File: src/rtl/data_mem_ctrl.sv
// data_mem_ctrl: byte-addressed data memory for the single-cycle CPU datapath.
//
// Supports byte, halfword and word loads/stores (little-endian) with sign or
// zero extension on narrow loads, flags misaligned and out-of-range accesses,
// keeps a sticky fault bit, and zeroes every word with a hardware clear
// sequencer after each reset.
//
// Ports:
//   clk      in   1   system clock, rising edge
//   rst_n    in   1   synchronous active-low reset
//   addr     in  32   byte address of the access
//   wdata    in  32   store data (low byte/halfword used for narrow stores)
//   we       in   1   store request
//   re       in   1   load request (only used for fault detection)
//   size     in   2   00 byte, 01 halfword, 10 word, 11 illegal
//   uns      in   1   1 = zero-extend narrow loads, 0 = sign-extend
//   rdata    out 32   combinational load result
//   misalign out  1   current access is misaligned or size is illegal
//   oor      out  1   current access is out of range
//   fault    out  1   sticky: a faulting access occurred since reset
//   busy     out  1   clear sequencer is running
module data_mem_ctrl #(
    parameter int DEPTH_WORDS = 64
) (
    input  logic        clk,
    input  logic        rst_n,
    input  logic [31:0] addr,
    input  logic [31:0] wdata,
    input  logic        we,
    input  logic        re,
    input  logic [1:0]  size,
    input  logic        uns,
    output logic [31:0] rdata,
    output logic        misalign,
    output logic        oor,
    output logic        fault,
    output logic        busy
);

    localparam int IDX_W = $clog2(DEPTH_WORDS);
    localparam logic [IDX_W-1:0] LAST_IDX  = IDX_W'(DEPTH_WORDS - 1);
    localparam logic [31:0]      MEM_BYTES = 32'(4 * DEPTH_WORDS);

    typedef enum logic {
        CLEAR,
        READY
    } state_t;

    state_t            state_q;
    logic [IDX_W-1:0]  clr_idx_q;
    logic [IDX_W-1:0]  clr_idx_d;
    logic              fault_q;
    logic              fault_d;

    logic [31:0]       mem [DEPTH_WORDS];

    logic [IDX_W-1:0]  widx;
    logic [31:0]       rd_word;
    logic [7:0]        rd_byte;
    logic [15:0]       rd_half;
    logic              bad;
    logic              store_ok;
    logic              access_fault;
    logic [3:0]        be;
    logic [31:0]       wd;

    assign widx    = addr[IDX_W+1:2];
    assign rd_word = mem[widx];

    assign misalign = ((size == 2'b01) & addr[0])
                    | ((size == 2'b10) & (addr[1:0] != 2'b00))
                    | (size == 2'b11);
    assign oor      = (addr >= MEM_BYTES);
    assign bad      = misalign | oor;
    assign busy     = (state_q == CLEAR);
    assign fault    = fault_q;

    assign store_ok     = we & ~bad & ~busy;
    assign access_fault = (we | re) & bad & ~busy;
    assign fault_d      = fault_q | access_fault;
    assign clr_idx_d    = clr_idx_q + 1'b1;

    // Load path: pick the lane(s), then extend. Bad or busy accesses read 0.
    always_comb begin
        // NOTE: every output of a combinational block gets a default first so
        // no path leaves it unassigned, which would infer a latch.
        rdata   = '0;
        rd_half = addr[1] ? rd_word[31:16] : rd_word[15:0];
        case (addr[1:0])
            2'd0:    rd_byte = rd_word[7:0];
            2'd1:    rd_byte = rd_word[15:8];
            2'd2:    rd_byte = rd_word[23:16];
            default: rd_byte = rd_word[31:24];
        endcase
        if (!bad && !busy) begin
            case (size)
                2'b00:   rdata = uns ? {24'b0, rd_byte} : {{24{rd_byte[7]}}, rd_byte};
                2'b01:   rdata = uns ? {16'b0, rd_half} : {{16{rd_half[15]}}, rd_half};
                2'b10:   rdata = rd_word;
                default: rdata = '0;
            endcase
        end
    end

    // Store lanes: replicate narrow data across the word and enable only
    // the addressed lanes.
    always_comb begin
        be = 4'b0000;
        wd = wdata;
        case (size)
            2'b00: begin
                be = 4'b0001 << addr[1:0];
                wd = {4{wdata[7:0]}};
            end
            2'b01: begin
                be = addr[1] ? 4'b1100 : 4'b0011;
                wd = {2{wdata[15:0]}};
            end
            2'b10:   be = 4'b1111;
            default: be = 4'b0000;
        endcase
    end

    // Clear sequencer and sticky fault.
    always_ff @(posedge clk) begin
        // NOTE: state registers use non-blocking assignments so every register
        // samples pre-edge values regardless of statement order.
        if (!rst_n) begin
            state_q   <= CLEAR;
            clr_idx_q <= '0;
            fault_q   <= 1'b0;
        end else begin
            fault_q <= fault_d;
            if (state_q == CLEAR) begin
                clr_idx_q <= clr_idx_d;
                if (clr_idx_q == LAST_IDX) begin
                    state_q <= READY;
                end
            end
        end
    end

    // NOTE: the storage array has no reset branch; it is zeroed word by word
    // by the clear sequencer, which keeps it mappable onto a RAM macro.
    always_ff @(posedge clk) begin
        if (rst_n) begin
            if (busy) begin
                mem[clr_idx_q] <= '0;
            end else if (store_ok) begin
                for (int b = 0; b < 4; b++) begin
                    if (be[b]) begin
                        mem[widx][8*b +: 8] <= wd[8*b +: 8];
                    end
                end
            end
        end
    end

endmodule

File: config.mk
export PLATFORM = sky130hd
export DESIGN_NAME = data_mem_ctrl
export DESIGN_NICKNAME = d
export VERILOG_FILES = /design/src/rtl/data_mem_ctrl.sv
export SDC_FILE = /design/constraint.sdc
export NUM_CORES = 2
export LEC_CHECK = 0
export CAP_MARGIN = 20
export CORE_ASPECT_RATIO = 1.2
export CORE_MARGIN = 4
export CORE_UTILIZATION = 55
export DETAILED_ROUTE_END_ITERATION = 16
export HOLD_SLACK_MARGIN = 0.15
export PLACE_DENSITY_LB_ADDON = 0.15
export SYNTH_ARGS = -nofsm -noshare
export SYNTH_HDL_FRONTEND = slang
export SYNTH_SLANG_ARGS = --single-unit
export TNS_END_PERCENT = 20
File: constraint.sdc
create_clock -name clk -period 6.4 [get_ports clk]
set_input_delay 0.96 -clock clk [delete_from_list [all_inputs] [get_ports clk]]
set_output_delay 0.96 -clock clk [all_outputs]
set_load 0.005 [all_outputs]
Word level (Yosys, flattened, before mapping)
Memory sizes are Yosys's and may differ from the RTL's.
Cells that the tools add are included.
{"block": "totals", "latchBits": 0, "ramBits": 2048, "reg_bits": 8, "input_bits": 71, "romBits": 0, "mem_count": 1, "out_inout_bits": 36}
{"block": "classes", "reduce_logical": 6, "eq_ne": 6, "multipliers": 0, "muxes": 37, "add_sub_neg": 1, "n_div": 0, "bitwise_logic": 13, "shifts": 1, "magnitude_cmp": 1}
{"memory": "mem", "depth": 64, "width": 32, "rd": 1, "rd_ports_with_merged_regs": 0, "write_ports": 1, "line_no": "55", "rtl": "logic [31:0] mem [DEPTH_WORDS];"}
{"operator": "two-way mux 32 bit", "count": 4}
{"operator": "case mux 32 bit (3 select lines)", "count": 1}
{"operator": "case mux 32 bit (2 select lines)", "count": 1}
{"operator": "greater-or-equal comparator 32 x 9 -> 1 bit, second input constant", "count": 1}
{"operator": "OR reduction 32 bit", "count": 1}
{"operator": "two-way mux 1 bit", "count": 25}
{"operator": "case mux 8 bit (3 select lines)", "count": 1}
{"operator": "two-way mux 16 bit", "count": 1}
{"operator": "case mux 4 bit (3 select lines)", "count": 1}
{"operator": "two-way mux 4 bit", "count": 2}
{"operator": "adder 6 x 1 -> 6 bit, second input constant", "count": 1}
{"operator": "bitwise AND 1 bit", "count": 6}
{"operator": "== test 2 bit, second input constant", "count": 3}
{"operator": "== test 6 bit, second input constant", "count": 1}
{"operator": "two-way mux 6 bit", "count": 1}
{"operator": "OR 1 bit", "count": 5}
{"operator": "== test 2 x 1 -> 1 bit, second input constant", "count": 2}
{"operator": "zero test 2 bit", "count": 2}
{"operator": "<< shifter 1 x 2 -> 4 bit, first input constant", "count": 1}
{"operator": "inverter 1 bit", "count": 2}
{"operator": "nonzero test 2 bit", "count": 1}
{"operator": "logical AND 1 bit", "count": 1}
{"operator": "zero test 1 bit", "count": 1}

Logic depth before layout (Yosys ltp)
{"block": "logic_depth", "depth_word": 14, "depth_mapped": 13, "mapped_depth_nobuf": 7}

Worst setup path before layout
No wires, ideal clock.
{"block": "synth_timing", "path_type": "input to register", "from": "input addr[0]", "to": "memory mem[0][12], data pin", "path_buffers": 6, "t_required_ns": 5.852, "path_slack_ns": 1.458, "cell_stages": 11, "arrival_time_ns": 4.394, "cell_sequence": "clkbuf_1 or2_1 buf_2 o21ai_1 and4_1 buf_2 nand2_2 buf_6 buf_2 clkbuf_1 a21oi_1"}
{"block": "synth_between", "elab_chain_cells": 14, "word_cells_on_any_way": 34}
{"item": "from (decl)", "line_no": "27", "rtl": "input logic [31:0] addr,"}
{"item": "branches (longest 12 deep; another with greater-or-equal comparator 32 x 9 -> 1 bit)"}
{"item": "OR reduction 32 bit (no line) *"}
{"item": "two-way mux 32 bit (no line) *"}
{"item": "to (decl)", "line_no": "55"}
Every way passes the cells marked *.

Worst setup path after layout
{"block": "layout_timing", "from": "input addr[4]", "to": "output rdata[16]"}
{"block": "layout_between", "elab_chain_cells": 5, "word_cells_on_any_way": 11}
{"item": "memory (64 x 32 bit) / greater-or-equal comparator 32 x 9 -> 1 bit (equally long branches)"}
{"item": "case mux 8 bit (3 select lines), or another cell as far along", "line_no": "89", "rtl": "case (addr[1:0])"}
{"item": "two-way mux 32 bit, or another cell as far along", "line_no": "97", "rtl": "2'b00: rdata = uns ? {24'b0, rd_byte} : {{24{rd_byte[7]}}, rd_byte};"}
{"item": "case mux 32 bit (3 select lines) / logical AND 1 bit (equally long branches)", "line_no": "96, 95"}
{"item": "two-way mux 32 bit *", "line_no": "95", "rtl": "if (!bad && !busy) begin"}
{"item": "to (decl)", "line_no": "33", "rtl": "output logic [31:0] rdata,"}
Mark *: on every way between the ends. The rest lies on a longest branch, timed or not.

==> implementation parameters <==
Parameter                              Value

Routing
  Antenna-violating nets left    0
  DRC violation count after routing    0
  Per-cell routed wire length    33.8 um
  Post-detailed-routing wire length    217000 um
  Count of vias placed by the detailed router    42300
  Number of detailed-route iterations in the first pass    5
  Per-cell via count in the routed design    6.59
  First-iteration detailed-routing DRC count    5101

STA
  Largest clock skew in the final design    36.2 ps
  Relative slew margins    18.7%
  Post-route setup TNS    0 ps
  Part of the cycle the worst path needs    96.4%
  Worst Hold Margin    489 ps
  Achievable clock frequency    162 MHz
  RSZ-0062 raised after global routing    no
  Clock period minus worst slack    6170 ps
  Setup Viol. Count Final    0
  Final count of hold timing violations    0
  Number of slew-limit violations in the final report    0
  Actual slew at the worst max-slew pin    1190 ps

Synthesis
  Synthesized area per cell    20.4 um2
  Synth Warn #    0
  Total standard cell area after synthesis    81400 um2
  Primary FF master, synth    edfxtp_1
  Count of flip-flops with a built-in enable after synthesis    2048
  Post-Syn Instances    3994
  Sequential share of the synthesized area    75.7%
  Number of distinct standard cells referenced by the synthesized netlist    73
  Async set-reset flop share out of synthesis    0%
  Synthesized netlist net count    4066
  Number of synthesized register bits    2056

CTS
  Hold_buf cts    0
  Total clock buffers created by CTS    190
  Clock sink total    2056
  Resized Gates After CTS    0
  TritonCTS clock tree    yes
  Post-CTS repair timing setup buffer count    0
  Clock latency at the later pin of the worst-skew pair    830 ps
  Number of levels in the clock H-tree    4
  CTS clock-pin slew for the worst setup and hold paths    60 ps
  Maximum count of clock buffers along a single path    3
  Clock root cell    clkbuf_16

Power and ir drop
  Leak    26.0 nW
  P per Cell Area    292 nW/um2
  Worst voltage drop across the vdd grid    0.252 mV

Placement
  Placed Instances    6061
  Number of I/O port buffers    106
  DPL Wire Length    142000 um
  Final Wtd Congestion    0.899

Critical path
  Launching element of the worst setup path    addr[4]
  Worst reg2reg path endpoint    mem[47][29]
  Worst R2R Path Depth    5
  Worst-path cell chain    buf_6, buf_4, nor2_1, buf_4, a2111oi_0, o32ai_1, buf_4, nand2_1, o221ai_4, buf_12, o221ai_1, clkdlybuf4s50_1
  Worst-path maximum fanout    52
  Kind of capture point of the worst setup path    primary output
  R2r startpoint    state_q
  CP arrival    5210 ps
  Critical Path Source Type    input port
  Critical path start-end classification    input port to primary output
  Max stage delay cell, worst path    a2111oi_0
  Data required time at the worst endpoint    5440 ps
  R2R setup slack    2180 ps
  Most Frequent Cell on Critical Path    buf_4
  Slowest stage delay, CP    1020 ps

Die
  Core Region    147000 um2
  Number of top-level design ports    107
  Effective utilization at floorplan    55.4%
  Die Height    430 um
  Overall die area    154000 um2
  Die width    359 um
  Num rows    154

GRT
  Global router's overall resource usage    28.2%
  Pin count of the biggest net entering global routing    78
  First-pass GRT wire length    312000 um
  Number of antenna violations at the first check in global routing    8
  GRT Residual Overflow    0
  Vias in the first global route    42600

Finish
  Commonest non-fill, non-tap cell in the layout    edfxtp_1
  Commonest non-fill, non-tap cells in the layout    edfxtp_1 (2048), mux4_2 (489), nor2_1 (262)
  Non-filler cells, final    6423
  Core utilization of the finished layout    62.9%
  Number of filler instances in the final layout    10000
  Post-layout nets    4378
  Layout overhead on the synthesized area    13.6%
  Proportion of layout cells with a drive suffix above 1    25.2%

Hold path
  Path category of the worst min-delay check    register to register
  Depth of the worst hold-timing path    1
  Endpoint of the worst hold path    fault
  Hold path startpoint    fault

Outcome
  Outcome    complete, no violations

Run
  Number of max-cap violations    0
sequential cells by signal, indices dropped and copies added, names as in the netlist:
register	flops
clr_idx_q	6
fault	1
mem	2048
state_q	1
Yosys cell counts (all sizes together), types with 12 or more instances:
cell type | instances | share of area [%]
nand2 | 102 | 0.47
clkbuf | 103 | 0.47
nor2 | 280 | 1.3
nor2b | 21 | 0.16
a21oi | 56 | 0.34
o22ai | 33 | 0.26
nor3 | 44 | 0.27
a31oi | 12 | 0.11
mux4 | 489 | 14
nand2b | 14 | 0.11
or2 | 21 | 0.16
o21ai | 101 | 0.62
a22oi | 67 | 0.62
and2 | 14 | 0.11
o221ai | 24 | 0.36
edfxtp | 2048 | 76
nand3 | 28 | 0.17
buf | 165 | 1.2
mux2i | 173 | 2.1
a221oi | 68 | 0.73
critical path, delay by kind of cell:
family	cells	cell delay (ps)
buffers and inverters	6	2180
AO/OA/AOI/OAI	4	1560
AND/OR/NAND/NOR	2	300
where the power goes:
part / switching, W / internal [W] / leakage (nW)
Combinational: 0.000811 / 0.000442 / 7.20
Clock: 0.00484 / 0.00632 / 2.98
Sequential: 0.0000138 / 0.0146 / 15.8
worst max-delay path by stage:
stage,end,cells after the start
detailed placement,rdata[16],12
floorplan,mem[0][12],11
global placement,rdata[25],12
global route,rdata[16],12
CTS,rdata[16],12
finish,rdata[16],12
layer usage:
metal | routed length [um] | GRT usage [%] | up-vias | share of wire [%]
met3 | 21300 | 6.74 | 393 | 9.8
met4 | 7980 | 9.35 | 4 | 3.7
met2 | 105000 | 45.2 | 2283 | 48
met1 | 82800 | 38.9 | 22400 | 38
met5 | 27 | 0 | - | 0.012
li1 | - | - | 17300 | -
cell families (layout without fill, tap and decap cells):
family	Yosys count	after routing	share of synthesized area, %
xor gates and xnor gates	4	4	0.0430
DFF	2056	2056	75.7
and+or+nand+nor	565	565	3.11
other	0	4	0
AOI/OAI and AO/OA	422	422	3.70
muxes	665	665	15.7
adders and majority gates	1	1	0.0154
buffers and inverters	281	756	1.72
metrics by stage:
step                      cell area [um2]  setup slack, ps  power [W]
after CTS                           92400              378     0.0271
after global placement              86300              465     0.0162
final                               92500              232     0.0271
after global routing                92500              342     0.0278
after detailed placement            86300              401     0.0162
after floorplan                     81400             1460     0.0156
area by class of cell:
class / count / area, um2 / area share [%]
flip-flops and latches: 2056 / 61700 / 66.7
multi-input cells: 1657 / 18800 / 20.3
clock buffers: 249 / 5130 / 5.55
repair buffers: 388 / 3490 / 3.77
well taps: 1950 / 2440 / 2.64
clock inverters: 106 / 950 / 1.03
inverters: 13 / 53.8 / 0.0582
diodes: 4 / 10.0 / 0.0108
Note: power is estimated with default switching activity, not from simulation.
